`src/rtl/mips_pkg.sv`:
```
// Shared constants for the 16-bit pipelined MIPS: widths, ALU operation
// codes and the sequential multiplier state encoding.
package mips_pkg;

  localparam int DATA_W     = 16;
  localparam int REG_ADDR_W = 3;

  localparam logic [2:0] ALU_ADD   = 3'b000;
  localparam logic [2:0] ALU_SUB   = 3'b001;
  localparam logic [2:0] ALU_AND   = 3'b010;
  localparam logic [2:0] ALU_OR    = 3'b011;
  localparam logic [2:0] ALU_NOR   = 3'b100;
  localparam logic [2:0] ALU_SLT   = 3'b101;
  localparam logic [2:0] ALU_MUL   = 3'b110;
  localparam logic [2:0] ALU_PASSB = 3'b111;

  typedef enum logic [1:0] {
    ST_IDLE = 2'd0,
    ST_BUSY = 2'd1,
    ST_DONE = 2'd2
  } mul_state_t;

endpackage

```
`src/rtl/seq_multiplier.sv`:
```
// Shift-add multiplier: one partial product per cycle over DATA_W cycles,
// then a single DONE cycle while the product is handed to the EX/MEM register.
module seq_multiplier #(
  parameter int DATA_W = mips_pkg::DATA_W
) (
  input  logic              clk,
  input  logic              rst,
  input  logic              start,
  input  logic [DATA_W-1:0] a,
  input  logic [DATA_W-1:0] b,
  input  logic              abort,
  output logic              busy,
  output logic              done,
  output logic [DATA_W-1:0] product
);
  import mips_pkg::*;

  localparam int CNT_W = $clog2(DATA_W);
  localparam logic [CNT_W-1:0] LAST_CNT = CNT_W'(DATA_W - 1);

  mul_state_t        state, state_nxt;
  logic [DATA_W-1:0] acc;
  logic [DATA_W-1:0] mcand;
  logic [DATA_W-1:0] mplier;
  logic [CNT_W-1:0]  count;

  // State register
  always_ff @(posedge clk) begin
    if (rst) state <= ST_IDLE;
    else     state <= state_nxt;
  end

  // Next-state decode; abort wins over every transition
  always_comb begin
    state_nxt = state;
    case (state)
      ST_IDLE: if (start)             state_nxt = ST_BUSY;
      ST_BUSY: if (count == LAST_CNT) state_nxt = ST_DONE;
      ST_DONE:                        state_nxt = ST_IDLE;
      default:                        state_nxt = ST_IDLE;
    endcase
    if (abort) state_nxt = ST_IDLE;
  end

  // Operand load on launch, then one shift-add step per BUSY cycle
  always_ff @(posedge clk) begin
    if (rst) begin
      acc    <= '0;
      mcand  <= '0;
      mplier <= '0;
      count  <= '0;
    end else if (state == ST_IDLE && start && !abort) begin
      acc    <= '0;
      mcand  <= a;
      mplier <= b;
      count  <= '0;
    end else if (state == ST_BUSY && !abort) begin
      if (mplier[0]) acc <= acc + mcand;
      mcand  <= {mcand[DATA_W-2:0], 1'b0};
      mplier <= {1'b0, mplier[DATA_W-1:1]};
      count  <= count + 1'b1;
    end
  end

  assign busy    = (state == ST_BUSY);
  assign done    = (state == ST_DONE);
  assign product = acc;

endmodule

```
`src/rtl/execute_stage.sv`:
```
// EX stage: single-cycle ALU, branch target adder, sequential multiply with
// pipeline stall, and the EX/MEM pipeline register.
module execute_stage #(
  parameter int DATA_W     = mips_pkg::DATA_W,
  parameter int REG_ADDR_W = mips_pkg::REG_ADDR_W
) (
  input  logic                  clk,
  input  logic                  rst,
  input  logic                  in_valid,
  input  logic [DATA_W-1:0]     read_data_1,
  input  logic [DATA_W-1:0]     read_data_2,
  input  logic [DATA_W-1:0]     sign_ext_imm,
  input  logic [DATA_W-1:0]     pc_plus_2,
  input  logic [REG_ADDR_W-1:0] rt_addr,
  input  logic [REG_ADDR_W-1:0] rd_addr,
  input  logic                  RegDst,
  input  logic                  ALUSrc,
  input  logic                  MemWrite,
  input  logic                  MemRead,
  input  logic                  Branch,
  input  logic                  RegWrite,
  input  logic                  MemtoReg,
  input  logic [2:0]            ALUOp,
  input  logic                  flush,
  output logic                  stall_out,
  output logic [DATA_W-1:0]     alu_result_out,
  output logic [DATA_W-1:0]     write_data_out,
  output logic [DATA_W-1:0]     branch_target_out,
  output logic                  zero_out,
  output logic [REG_ADDR_W-1:0] write_reg_out,
  output logic                  MemWrite_out,
  output logic                  MemRead_out,
  output logic                  Branch_out,
  output logic                  RegWrite_out,
  output logic                  MemtoReg_out,
  output logic                  valid_out
);
  import mips_pkg::*;

  logic                     [DATA_W-1:0]     operand_b_p0;
  logic signed              [DATA_W-1:0]     a_s_p0;
  logic signed              [DATA_W-1:0]     b_s_p0;
  logic                     [DATA_W-1:0]     alu_result_p0;
  logic                     [DATA_W-1:0]     branch_target_p0;
  logic                     [REG_ADDR_W-1:0] write_reg_p0;
  logic                                      is_mul_p0;
  logic                                      mul_start;
  logic                                      mul_busy;
  logic                                      mul_done;
  logic                     [DATA_W-1:0]     mul_product;

  logic [DATA_W-1:0]     alu_result_p1;
  logic [DATA_W-1:0]     write_data_p1;
  logic [DATA_W-1:0]     branch_target_p1;
  logic                  zero_p1;
  logic [REG_ADDR_W-1:0] write_reg_p1;
  logic                  mem_write_p1;
  logic                  mem_read_p1;
  logic                  branch_p1;
  logic                  reg_write_p1;
  logic                  mem_to_reg_p1;
  logic                  vld_p1;

  // ---- Stage p0: operand select, ALU, branch target ----
  assign operand_b_p0     = ALUSrc ? sign_ext_imm : read_data_2;
  assign a_s_p0           = read_data_1;
  assign b_s_p0           = operand_b_p0;
  assign write_reg_p0     = RegDst ? rd_addr : rt_addr;
  assign branch_target_p0 = pc_plus_2 + {sign_ext_imm[DATA_W-2:0], 1'b0};
  assign is_mul_p0        = (ALUOp == ALU_MUL);
  assign mul_start        = in_valid && is_mul_p0;

  // Single-cycle ALU; MUL is produced by the sequential multiplier instead
  always_comb begin
    alu_result_p0 = '0;
    case (ALUOp)
      ALU_ADD:   alu_result_p0 = read_data_1 + operand_b_p0;
      ALU_SUB:   alu_result_p0 = read_data_1 - operand_b_p0;
      ALU_AND:   alu_result_p0 = read_data_1 & operand_b_p0;
      ALU_OR:    alu_result_p0 = read_data_1 | operand_b_p0;
      ALU_NOR:   alu_result_p0 = ~(read_data_1 | operand_b_p0);
      ALU_SLT:   alu_result_p0 = (a_s_p0 < b_s_p0) ? DATA_W'(1) : '0;
      ALU_PASSB: alu_result_p0 = operand_b_p0;
      default:   alu_result_p0 = '0;
    endcase
  end

  seq_multiplier #(.DATA_W(DATA_W)) u_mul (
    .clk     (clk),
    .rst     (rst),
    .start   (mul_start),
    .a       (read_data_1),
    .b       (operand_b_p0),
    .abort   (flush),
    .busy    (mul_busy),
    .done    (mul_done),
    .product (mul_product)
  );

  // Hold upstream while a multiply launches or iterates; a flush releases it
  assign stall_out = !flush && (mul_busy || (!mul_done && mul_start));

  // ---- Stage p1: EX/MEM register ----
  // Bubble on flush, launch and BUSY; product emitted from DONE; otherwise ALU result
  always_ff @(posedge clk) begin
    if (rst || flush || mul_busy || (!mul_done && mul_start) || (!mul_done && !in_valid)) begin
      alu_result_p1    <= '0;
      write_data_p1    <= '0;
      branch_target_p1 <= '0;
      zero_p1          <= 1'b0;
      write_reg_p1     <= '0;
      mem_write_p1     <= 1'b0;
      mem_read_p1      <= 1'b0;
      branch_p1        <= 1'b0;
      reg_write_p1     <= 1'b0;
      mem_to_reg_p1    <= 1'b0;
      vld_p1           <= 1'b0;
    end else begin
      alu_result_p1    <= mul_done ? mul_product : alu_result_p0;
      zero_p1          <= mul_done ? (mul_product == '0) : (alu_result_p0 == '0);
      write_data_p1    <= read_data_2;
      branch_target_p1 <= branch_target_p0;
      write_reg_p1     <= write_reg_p0;
      mem_write_p1     <= MemWrite;
      mem_read_p1      <= MemRead;
      branch_p1        <= Branch;
      reg_write_p1     <= RegWrite;
      mem_to_reg_p1    <= MemtoReg;
      vld_p1           <= 1'b1;
    end
  end

  assign alu_result_out    = alu_result_p1;
  assign write_data_out    = write_data_p1;
  assign branch_target_out = branch_target_p1;
  assign zero_out          = zero_p1;
  assign write_reg_out     = write_reg_p1;
  assign MemWrite_out      = mem_write_p1;
  assign MemRead_out       = mem_read_p1;
  assign Branch_out        = branch_p1;
  assign RegWrite_out      = reg_write_p1;
  assign MemtoReg_out      = mem_to_reg_p1;
  assign valid_out         = vld_p1;

endmodule

```
`config.mk`:
```
export PLATFORM = sky130hd
export DESIGN_NAME = execute_stage
export DESIGN_NICKNAME = d
export VERILOG_FILES = /design/src/rtl/mips_pkg.sv /design/src/rtl/seq_multiplier.sv /design/src/rtl/execute_stage.sv
export SDC_FILE = /design/constraint.sdc
export NUM_CORES = 1
export LEC_CHECK = 0
export CAP_MARGIN = 15
export CORE_AREA = 8 8 104 201
export DETAILED_ROUTE_END_ITERATION = 8
export DIE_AREA = 0 0 112 209
export PLACE_DENSITY = 0.68
export SLEW_MARGIN = 10
export SYNTH_ARGS = -nofsm -noshare
export SYNTH_HDL_FRONTEND = slang
export SYNTH_SLANG_ARGS = --single-unit
```
`constraint.sdc`:
```
create_clock -name clk -period 4.1 [get_ports clk]
set_clock_uncertainty 0.1 [all_clocks]
set_input_delay 0.41 -clock clk [delete_from_list [all_inputs] [get_ports clk]]
set_output_delay 0.41 -clock clk [all_outputs]
set_load 0.01 [all_outputs]
```
# Word level (Yosys, flattened, before mapping)
# Index checks and enable logic that the tools add are counted.
[classes] add_sub_neg=5 n_mul=0 div=0 n_lt_le_gt_ge=1 eq_ne=12 shifts=0 muxes=14 bitwise_logic=3 reduce_logical=24
[op_table] cell="$pmux W16 S7" count=1
[op_table] cell="$mux W16" count=6
[op_table] cell="$add A16 B16 Y16" count=3
[op_table] cell="$logic_not A16 Y1" count=2
[op_table] cell="$and A16 B16 Y16" count=1
[op_table] cell="$lt A16 B16 Y1" count=1
[op_table] cell="$not A16 Y16" count=1
[op_table] cell="$or A16 B16 Y16" count=1
[op_table] cell="$sub A16 B16 Y16" count=1
[op_table] cell="$eq A3 B3 Y1 const B" count=4
[op_table] cell="$logic_and A1 B1 Y1" count=7
[op_table] cell="$eq A3 B2 Y1 const B" count=2
[op_table] cell="$logic_or A1 B1 Y1" count=5
[op_table] cell="$add A4 B1 Y4 const B" count=1
[op_table] cell="$eq A4 B4 Y1 const B" count=1
[op_table] cell="$mux W2" count=2
[op_table] cell="$pmux W2 S2" count=1
[op_table] cell="$reduce_and A2 Y1" count=2
[op_table] cell="$reduce_or A2 Y1" count=2
[op_table] cell="$eq A3 B1 Y1 const B" count=1
[op_table] cell="$logic_not A1 Y1" count=3
[op_table] cell="$logic_not A3 Y1" count=1
[op_table] cell="$mux W1" count=3
[op_table] cell="$mux W3" count=1
[op_table] cell="other kinds (6)" count=6
[word_totals] regBits=112 latchBits=0 ram_bits=0 romBits=0 inputBits=84 output_inout_bits=59 mem_count=0

# Longest topological paths before layout
# Gate-level depths: netlist of the first run.
[depth] ltp_word=6 mapped_depth=15 mapped_depth_nobuf=13

# By module
# A second synthesis of the first run with hierarchy kept.
[unflattened] hier_cells=981 area_unflattened_um2=7926.4
[by_module_without_submodules] module="execute_stage" n_inst=1 cells_each=645 area_per_inst_um2=5071.1 seq_area_each_um2=1161.1
[by_module_without_submodules] module="seq_multiplier" n_inst=1 cells_each=336 area_per_inst_um2=2855.2 seq_area_each_um2=1081.0

# Worst setup path before layout of the first run
# No wires, ideal clock.
[synth_path] path_kind="input -> register" from="in ALUSrc" to="reg zero_p1 (netlist: zero_out)" arrival_time_ns=3.601 t_required_ns=3.929 path_slack_ns=0.328 cell_stages=15 path_cell_list="buf_6 > buf_6 > mux2_2 > ha_1 > fa_1 > o21bai_1 > nand3b_1 > a31oi_1 > or2_2 > a21oi_1 > or4_1 > nor4_1 > nand4b_1 > nor4bb_1 > o21bai_1"
[synth_between] elab_chain_len=6
[synth_lines] element="start: declaration" line="execute_stage.sv:17" source="input logic ALUSrc,"
[synth_lines] element="$mux W16 (*)" line="execute_stage.sv:65" source="assign operand_b_p0 = ALUSrc ? sign_ext_imm : read_data_2;"
[synth_lines] element="$lt A16 B16 Y1 or $or A16 B16 Y16 (tied branches)" line="execute_stage.sv:82, execute_stage.sv:80, execute_stage.sv:81"
[synth_lines] element="$mux W1 or $not A16 Y16 (tied branches)" line="execute_stage.sv:82, execute_stage.sv:81"
[synth_lines] element="$pmux W16 S7 (*)" line="execute_stage.sv:76" source="case (ALUOp)"
[synth_lines] element="$logic_not A16 Y1 (*)" line="execute_stage.sv:120" source="zero_p1 <= mul_done ? (mul_product == '0) : (alu_result_p0 == '0);"
[synth_lines] element="$mux W1 (*)" line="execute_stage.sv:120"
[synth_lines] element="end signal: assignment" line="execute_stage.sv:120"
[synth_lines] element="end: declaration" line="execute_stage.sv:55" source="logic zero_p1;"
# Every way passes the cells marked *; elsewhere a longest branch is shown, timed or not.
# A chain may end at the register's enable or synchronous reset.

# Final worst setup path of the first run
# Same ends and word-level chain as after synthesis.

==> out/qor.csv, run 1 <==
metric;value;unit
start_util;44.6;%
synth_ff_type;dfxtp_1;
critPathLaunchType;primary input;
seq_area;2240;sq um
dp_hpwl;24000;um
clkLatencyLatePin;360;ps
fin_setup_tns;0;ps
ys_warn_count;0;
portBuffers;142;
drv_cap;0;
wl_met1;10700;um
r2r_end;u_mul.product[15];
ff2ff_path_depth;11;
cp_slowest_cell;clkdlybuf4s50_1;
fin_area;10900;sq um
h-tree-depth;3;
grt.total_usage;25.0;%
max_stage_delay;520;ps
top_layer;met4;
tightest_slew;1040;ps
cp_top_family;compound AO/OA/AOI/OAI gates;
synthTopCellsByCount;dfxtp_1 (112), nor2_1 (111), ha_1 (92);
pwr-share-clk;30.7;%
grt_pass1_wl;45800;um
crit_type;primary input to flip-flop;
r2r-start;u_mul.product[1];
drv_slew;0;
fill_cells;1673;
wl_met3;1120;um
clk_pin_slew;80;ps
antenna_found_initial;0;
first_pass_iters;5;
finalCritPeriodShare;98.2;%
max_clock_freq;248;MHz
dp_slack;-404;ps
dp_cells;1443;
power.leakage;4.77;nW
first_iter_violations;422;
worst-endpoint-arrival;4230;ps
finalWorstSetupSlack;72.2;ps
cp_data_required_time;4300;ps
utilization;60.0;%
synth.area.top_cells;dfxtp_1 (28%), ha_1 (14%), a21oi_1 (5.4%);
die_w;112;um
crit_chain;clkdlybuf4s50_1 -> mux2_2 -> ha_1 -> fa_1 -> o21bai_2 -> nand3b_1 -> and3_2 -> o21ba_2 -> a311oi_2 -> buf_4 -> a2111o_1 -> o21ai_1 -> nand4b_1 -> nor4bb_1 -> o21bai_1;
wl_per_cell;20.2;um
clockBufferDepth;2;
rows;70;
synth_edf_count;0;
crit_fanout;3;
synth_largest_area_cell;dfxtp_1;
slew_headroom;30.5;%
syn_nets;1190;
wl_met2;16000;um
rsz0062_at_grt;yes;
postSynthCellCount;1010;
grt_pass1_vias;8510;
switching_share;30.9;%
multiInputGateArea;5480;sq um
drc_errors;0;
p_comb_share;32.1;%
hold_slack;363;ps
pwr_density_cell;275;nW/um^2
crit_start;ALUSrc;
hold_path_depth;2;
numCtsBuffers;9;
grt_max_degree;49;
switchingPower;0.929;mW
crit_buf_inv;2;
r2r_slack;800;ps
io_pins;143;
cts.sinks;112;
root_buffer;clkbuf_16;
finalSetupViolations;0;
die_h;209;um
finalWeightedCongestion;0.985;
viasPerCell;5.75;
p_seq_share;37.2;%
num_antenna_cells;0;
drive_gt1_share;15.0;%
wirelength;29500;um
cts_tree;yes;
finalCriticalPeriod;4030;ps
placed_area;10500;sq um
syn_area;8120;sq um
power.internal;2.08;mW
path_depth;15;
yosysUniqueCellTypes;77;
yosysSeqAreaShare;27.6;%
avgSynthCellArea;8.04;sq um
stdcell_count;1459;
status;completed;
post_cts_buffers;0;
nets;1418;
hold_viol_final;0;
postRouteAntennaNets;0;
vias;8396;
hold_class;flip-flop to flip-flop;
yosysTopAreaCellShare;27.6;%
p_total;3.01;mW
critical_path.endpoint_type;flip-flop;
die-area;23400;sq um
core;18200;sq um
grt-ovfl-total;0;
synthArstFlopShare;0;%
ys_ff_latch;112;
ir_drop;0.000203;V
area_growth_syn_to_layout;34.6;%
crit_end;zero_out;
synth_most_common_cell;dfxtp_1;
## per-layer routing
metal | up-vias | GRT usage (%)
met1 | 3965 | 23.6
met3 | 84 | 3.41
met4 | 0 | 14.6
li1 | 4053 | -
met5 | - | 0
met2 | 294 | 49.6
## registers in the layout (all words and copies together), names as in the netlist
register and count:
MemRead_out 1, u_mul.mcand 16, MemtoReg_out 1, valid_out 1
zero_out 1, alu_result_out 16, Branch_out 1, write_data_out 16
u_mul.mplier 16, branch_target_out 16, write_reg_out 3, MemWrite_out 1
u_mul.count 4, RegWrite_out 1, u_mul.product 16, u_mul.state 2
## cell type report
type                       instances  share of cell area [%]
tap                              216                    2.47
multi-input combinational        783                    50.1
sequential                       112                    20.5
clock buffer                      11                    2.22
inverter                          63                    2.16
timing repair buffer             269                    21.9
clock inverter                     5                   0.595
## worst reg2reg max path: cells and delay by family (launching register included)
family                     cells  cell delay, ps
xor gates and xnor gates       1             140
adders and majority gates      1             280
and+or+nand+nor                1              90
DFF                            1             410
AOI/OAI and AO/OA              8            2170
## cell usage in the layout (no fill, tap or decap), types with 8 or more instances in the layout
cell type | Yosys | final
nor2b_1 | 15 | 15
a31oi_1 | 10 | 9
o21bai_1 | 9 | 8
inv_1 | 62 | 62
o21ai_0 | 37 | 35
a21oi_1 | 88 | 87
a22oi_1 | 28 | 28
xor2_1 | 11 | 11
ha_1 | 92 | 92
a221oi_1 | 13 | 12
clkbuf_16 | 0 | 9
nand2_1 | 86 | 86
nor3_1 | 27 | 27
nor2_1 | 111 | 110
o211ai_1 | 9 | 9
buf_4 | 2 | 125
or3_1 | 10 | 10
nand3_1 | 9 | 9
clkdlybuf4s50_1 | 0 | 142
and3_1 | 28 | 27
a211oi_1 | 14 | 14
dfxtp_1 | 112 | 112
xnor2_1 | 21 | 21
o21a_1 | 9 | 9
nand2b_1 | 14 | 14
mux2i_1 | 20 | 17
## kinds of logic after synthesis
family / Yosys count / share of synthesized area [%]
flops: 112 / 27.6
simple gates: 347 / 20.7
compound gates: 280 / 23.2
mux: 28 / 3.93
xor+xnor: 32 / 3.45
fa+ha+maj: 96 / 15.2
buf+inv: 115 / 6.01
## power groups by stage
stage / combinational (mW) / clock [mW] / sequential, mW
final: 0.964 / 0.923 / 1.12
after global routing: 1.04 / 0.983 / 1.12
after CTS: 0.942 / 0.941 / 1.12
after detailed placement: 0.932 / 0 / 1.14
after global placement: 0.933 / 0 / 1.14
after floorplan: 0.484 / 0 / 1.15
## repair_timing
| action | in CTS | in global routing |
|---|---|---|
| pin swaps | 0 | 2 |
| endpoints found under the setup margin | 1 | 4 |
| gates resized for setup | 2 | 15 |
| hold buffers | 0 | 0 |
| gates cloned | 0 | 0 |
## worst min-delay path by stage
stage | start | endpoint | slack (ps)
detailed placement | u_mul.mplier[5] | u_mul.mplier[5] | 350
finish | u_mul.mplier[12] | u_mul.mplier[12] | 360
floorplan | u_mul.mplier[1] | u_mul.mplier[1] | 340
CTS | u_mul.mplier[5] | u_mul.mplier[5] | 360
global placement | u_mul.mplier[5] | u_mul.mplier[5] | 350
global route | u_mul.mplier[5] | u_mul.mplier[5] | 390
Note: power is estimated with default switching activity, not from simulation.
==> inputs of run 2 (changes only) <==
--- a/config.mk
+++ b/config.mk
@@ -9,6 +9,7 @@
 export CORE_AREA = 8 8 104 201
 export DETAILED_ROUTE_END_ITERATION = 8
 export DIE_AREA = 0 0 112 209
+export GPL_TIMING_DRIVEN = 0
 export PLACE_DENSITY = 0.68
 export SLEW_MARGIN = 10
 export SYNTH_ARGS = -nofsm -noshare
==> run 2 against run 1 <==
Net effect:
- first-iteration DRC count down 4.0%
- non-clock buffer count down 54
- wire length up 8.2%
- global-route usage up 1.6 points
- critical endpoint unchanged
- highest routed layer unchanged
==> out/qor.csv, run 2 (synthesized netlist as in run 1, its figures left out) <==
metric;value;unit;change
dp_hpwl;25000;um;+4.4%
switchingPower;0.985;mW;+6.0%
io_pins;143;;unchanged
tightest_slew;1020;ps;-17.7 ps
core;18200;sq um;unchanged
fin_setup_tns;0;ps;unchanged
first_iter_violations;405;;-4.0%
die_w;112;um;unchanged
path_common_cell;buf_12;;
power.leakage;4.44;nW;-6.9%
drv_slew;0;;unchanged
clk_pin_slew;80;ps;about the same
clockBufferDepth;2;;unchanged
start_util;44.6;%;unchanged
hold_slack;203;ps;-160 ps
fill_cells;1714;;+2.5%
pwr_density_cell;285;nW/um^2;+3.5%
grt.total_usage;26.6;%;+1.6 points
cts_tree;yes;;
status;completed;;
grt_max_degree;20;;-59%
num_antenna_cells;0;;unchanged
final_cell_mix;clkdlybuf4s50_1 (134), dfxtp_1 (112), nor2_1 (111), ha_1 (89);;
portBuffers;140;;-1.4%
crit_chain;buf_12 -> buf_12 -> mux2_4 -> ha_4 -> fa_2 -> inv_1 -> mux4_2 -> o21ai_0 -> nand4_1 -> a211oi_2 -> o2111ai_2 -> nor4_4 -> nand4b_1 -> nor4bb_1 -> o21bai_2;;
cp_data_required_time;4280;ps;-20 ps
die_h;209;um;unchanged
critPathLaunchType;primary input;;
power.internal;2.01;mW;-3.3%
finalCritPeriodShare;98.1;%;-0.13 points
pwr-share-clk;32.0;%;+1.3 points
p_comb_share;30.6;%;-1.5 points
die-area;23400;sq um;unchanged
worst-endpoint-arrival;4210;ps;-20 ps
critical_path.endpoint_type;flip-flop;;
max_clock_freq;249;MHz;+0.13%
area_growth_syn_to_layout;29.4;%;
wl_per_cell;22.7;um;+12%
nets;1364;;-3.8%
viasPerCell;5.97;;+3.7%
p_seq_share;37.3;%;about the same
finalCriticalPeriod;4020;ps;-5.15 ps
antenna_found_initial;0;;unchanged
drv_cap;0;;unchanged
first_pass_iters;6;;+1
p_total;2.99;mW;-0.41%
finalWeightedCongestion;0.999;;+1.4%
grt-ovfl-total;0;;unchanged
vias;8388;;-0.095%
ir_drop;0.000180;V;-11%
h-tree-depth;3;;unchanged
drive_gt1_share;9.25;%;-5.7 points
slew_headroom;29.8;%;-0.63 points
numCtsBuffers;9;;unchanged
wirelength;31900;um;+8.2%
clkLatencyLatePin;370;ps;about the same
root_buffer;clkbuf_16;;
grt_pass1_wl;47500;um;+3.8%
grt_pass1_vias;8421;;-1.0%
max_stage_delay;550;ps;+30 ps
finalSetupViolations;0;;unchanged
hold_viol_final;0;;unchanged
switching_share;32.9;%;+2.0 points
rows;70;;unchanged
ctsHoldBuffers;0;;unchanged
utilization;57.7;%;-2.3 points
crit_fanout;7;;+4
crit_type;primary input to flip-flop;;
cts.sinks;112;;unchanged
hold_class;primary input to flip-flop;;
drc_errors;0;;unchanged
layout_commonest_cell;clkdlybuf4s50_1;;
postRouteAntennaNets;0;;unchanged
cp_slowest_cell;fa_2;;
[run 2: cell type report]
type                       instances  area, sq um  area share [%]
multi-input combinational        783         5580            53.1
sequential                       112         2240            21.3
timing repair buffer             163         1590            15.2
tap                              216          270            2.57
buffer                            52          269            2.56
clock buffer                      10          239            2.27
inverter                          63          236            2.25
clock inverter                     6         76.3           0.726
[run 2: worst max-delay path: cells and delay by family]
kind,cells,cell delay (ps)
adders and majority gates,2,740
buffers and inverters,3,280
muxes,2,790
and+or+nand+nor,4,950
AOI/OAI and AO/OA,4,1030
[run 2: through the flow]
stage / instances / instance area, sq um / setup WS (ps)
CTS: 1388 / 10200 / 0.937
global placement: 1366 / 9790 / -828
floorplan: 1010 / 8120 / 328
finish: 1405 / 10500 / 77.4
global route: 1405 / 10500 / -24.8
detailed placement: 1366 / 9790 / -789
[run 2: metal layers]
layer / wire length [um] / vias to the layer above / part of all wire [%] / GRT usage, %
met5: 0 / - / 0 / 0
met4: 2590 / 0 / 8.1 / 20.9
met3: 2050 / 142 / 6.4 / 5.14
met2: 16500 / 390 / 52 / 50.3
met1: 10700 / 3912 / 34 / 24.2
li1: - / 3944 / - / -
[run 2: what timing repair did]
action / CTS / global route
hold endpoints to repair: 0 / 0
endpoints found under the setup margin: 1 / 2
gates resized for setup: 14 / 34
buffers inserted: 6 / 17
pin swaps: 4 / 11
[run 2: final timing paths]
kind                            depth (start not counted)  slack [ps]             start           endpoint
worst max register to register                         11         720  u_mul.product[1]  u_mul.product[15]
worst min-delay path                                    2         200    read_data_2[0]  write_data_out[0]
worst max-delay path                                   15          80            ALUSrc           zero_out
worst min register to register                          2         360  u_mul.mplier[12]   u_mul.mplier[12]
[run 2: power by group through the flow]
stage	Clock (mW)	Combinational [mW]	Sequential, mW
final	0.959	0.916	1.12
after global routing	1.01	0.979	1.12
after CTS	0.965	0.853	1.12
after detailed placement	0	0.816	1.14
after global placement	0	0.813	1.14
after floorplan	0	0.484	1.15
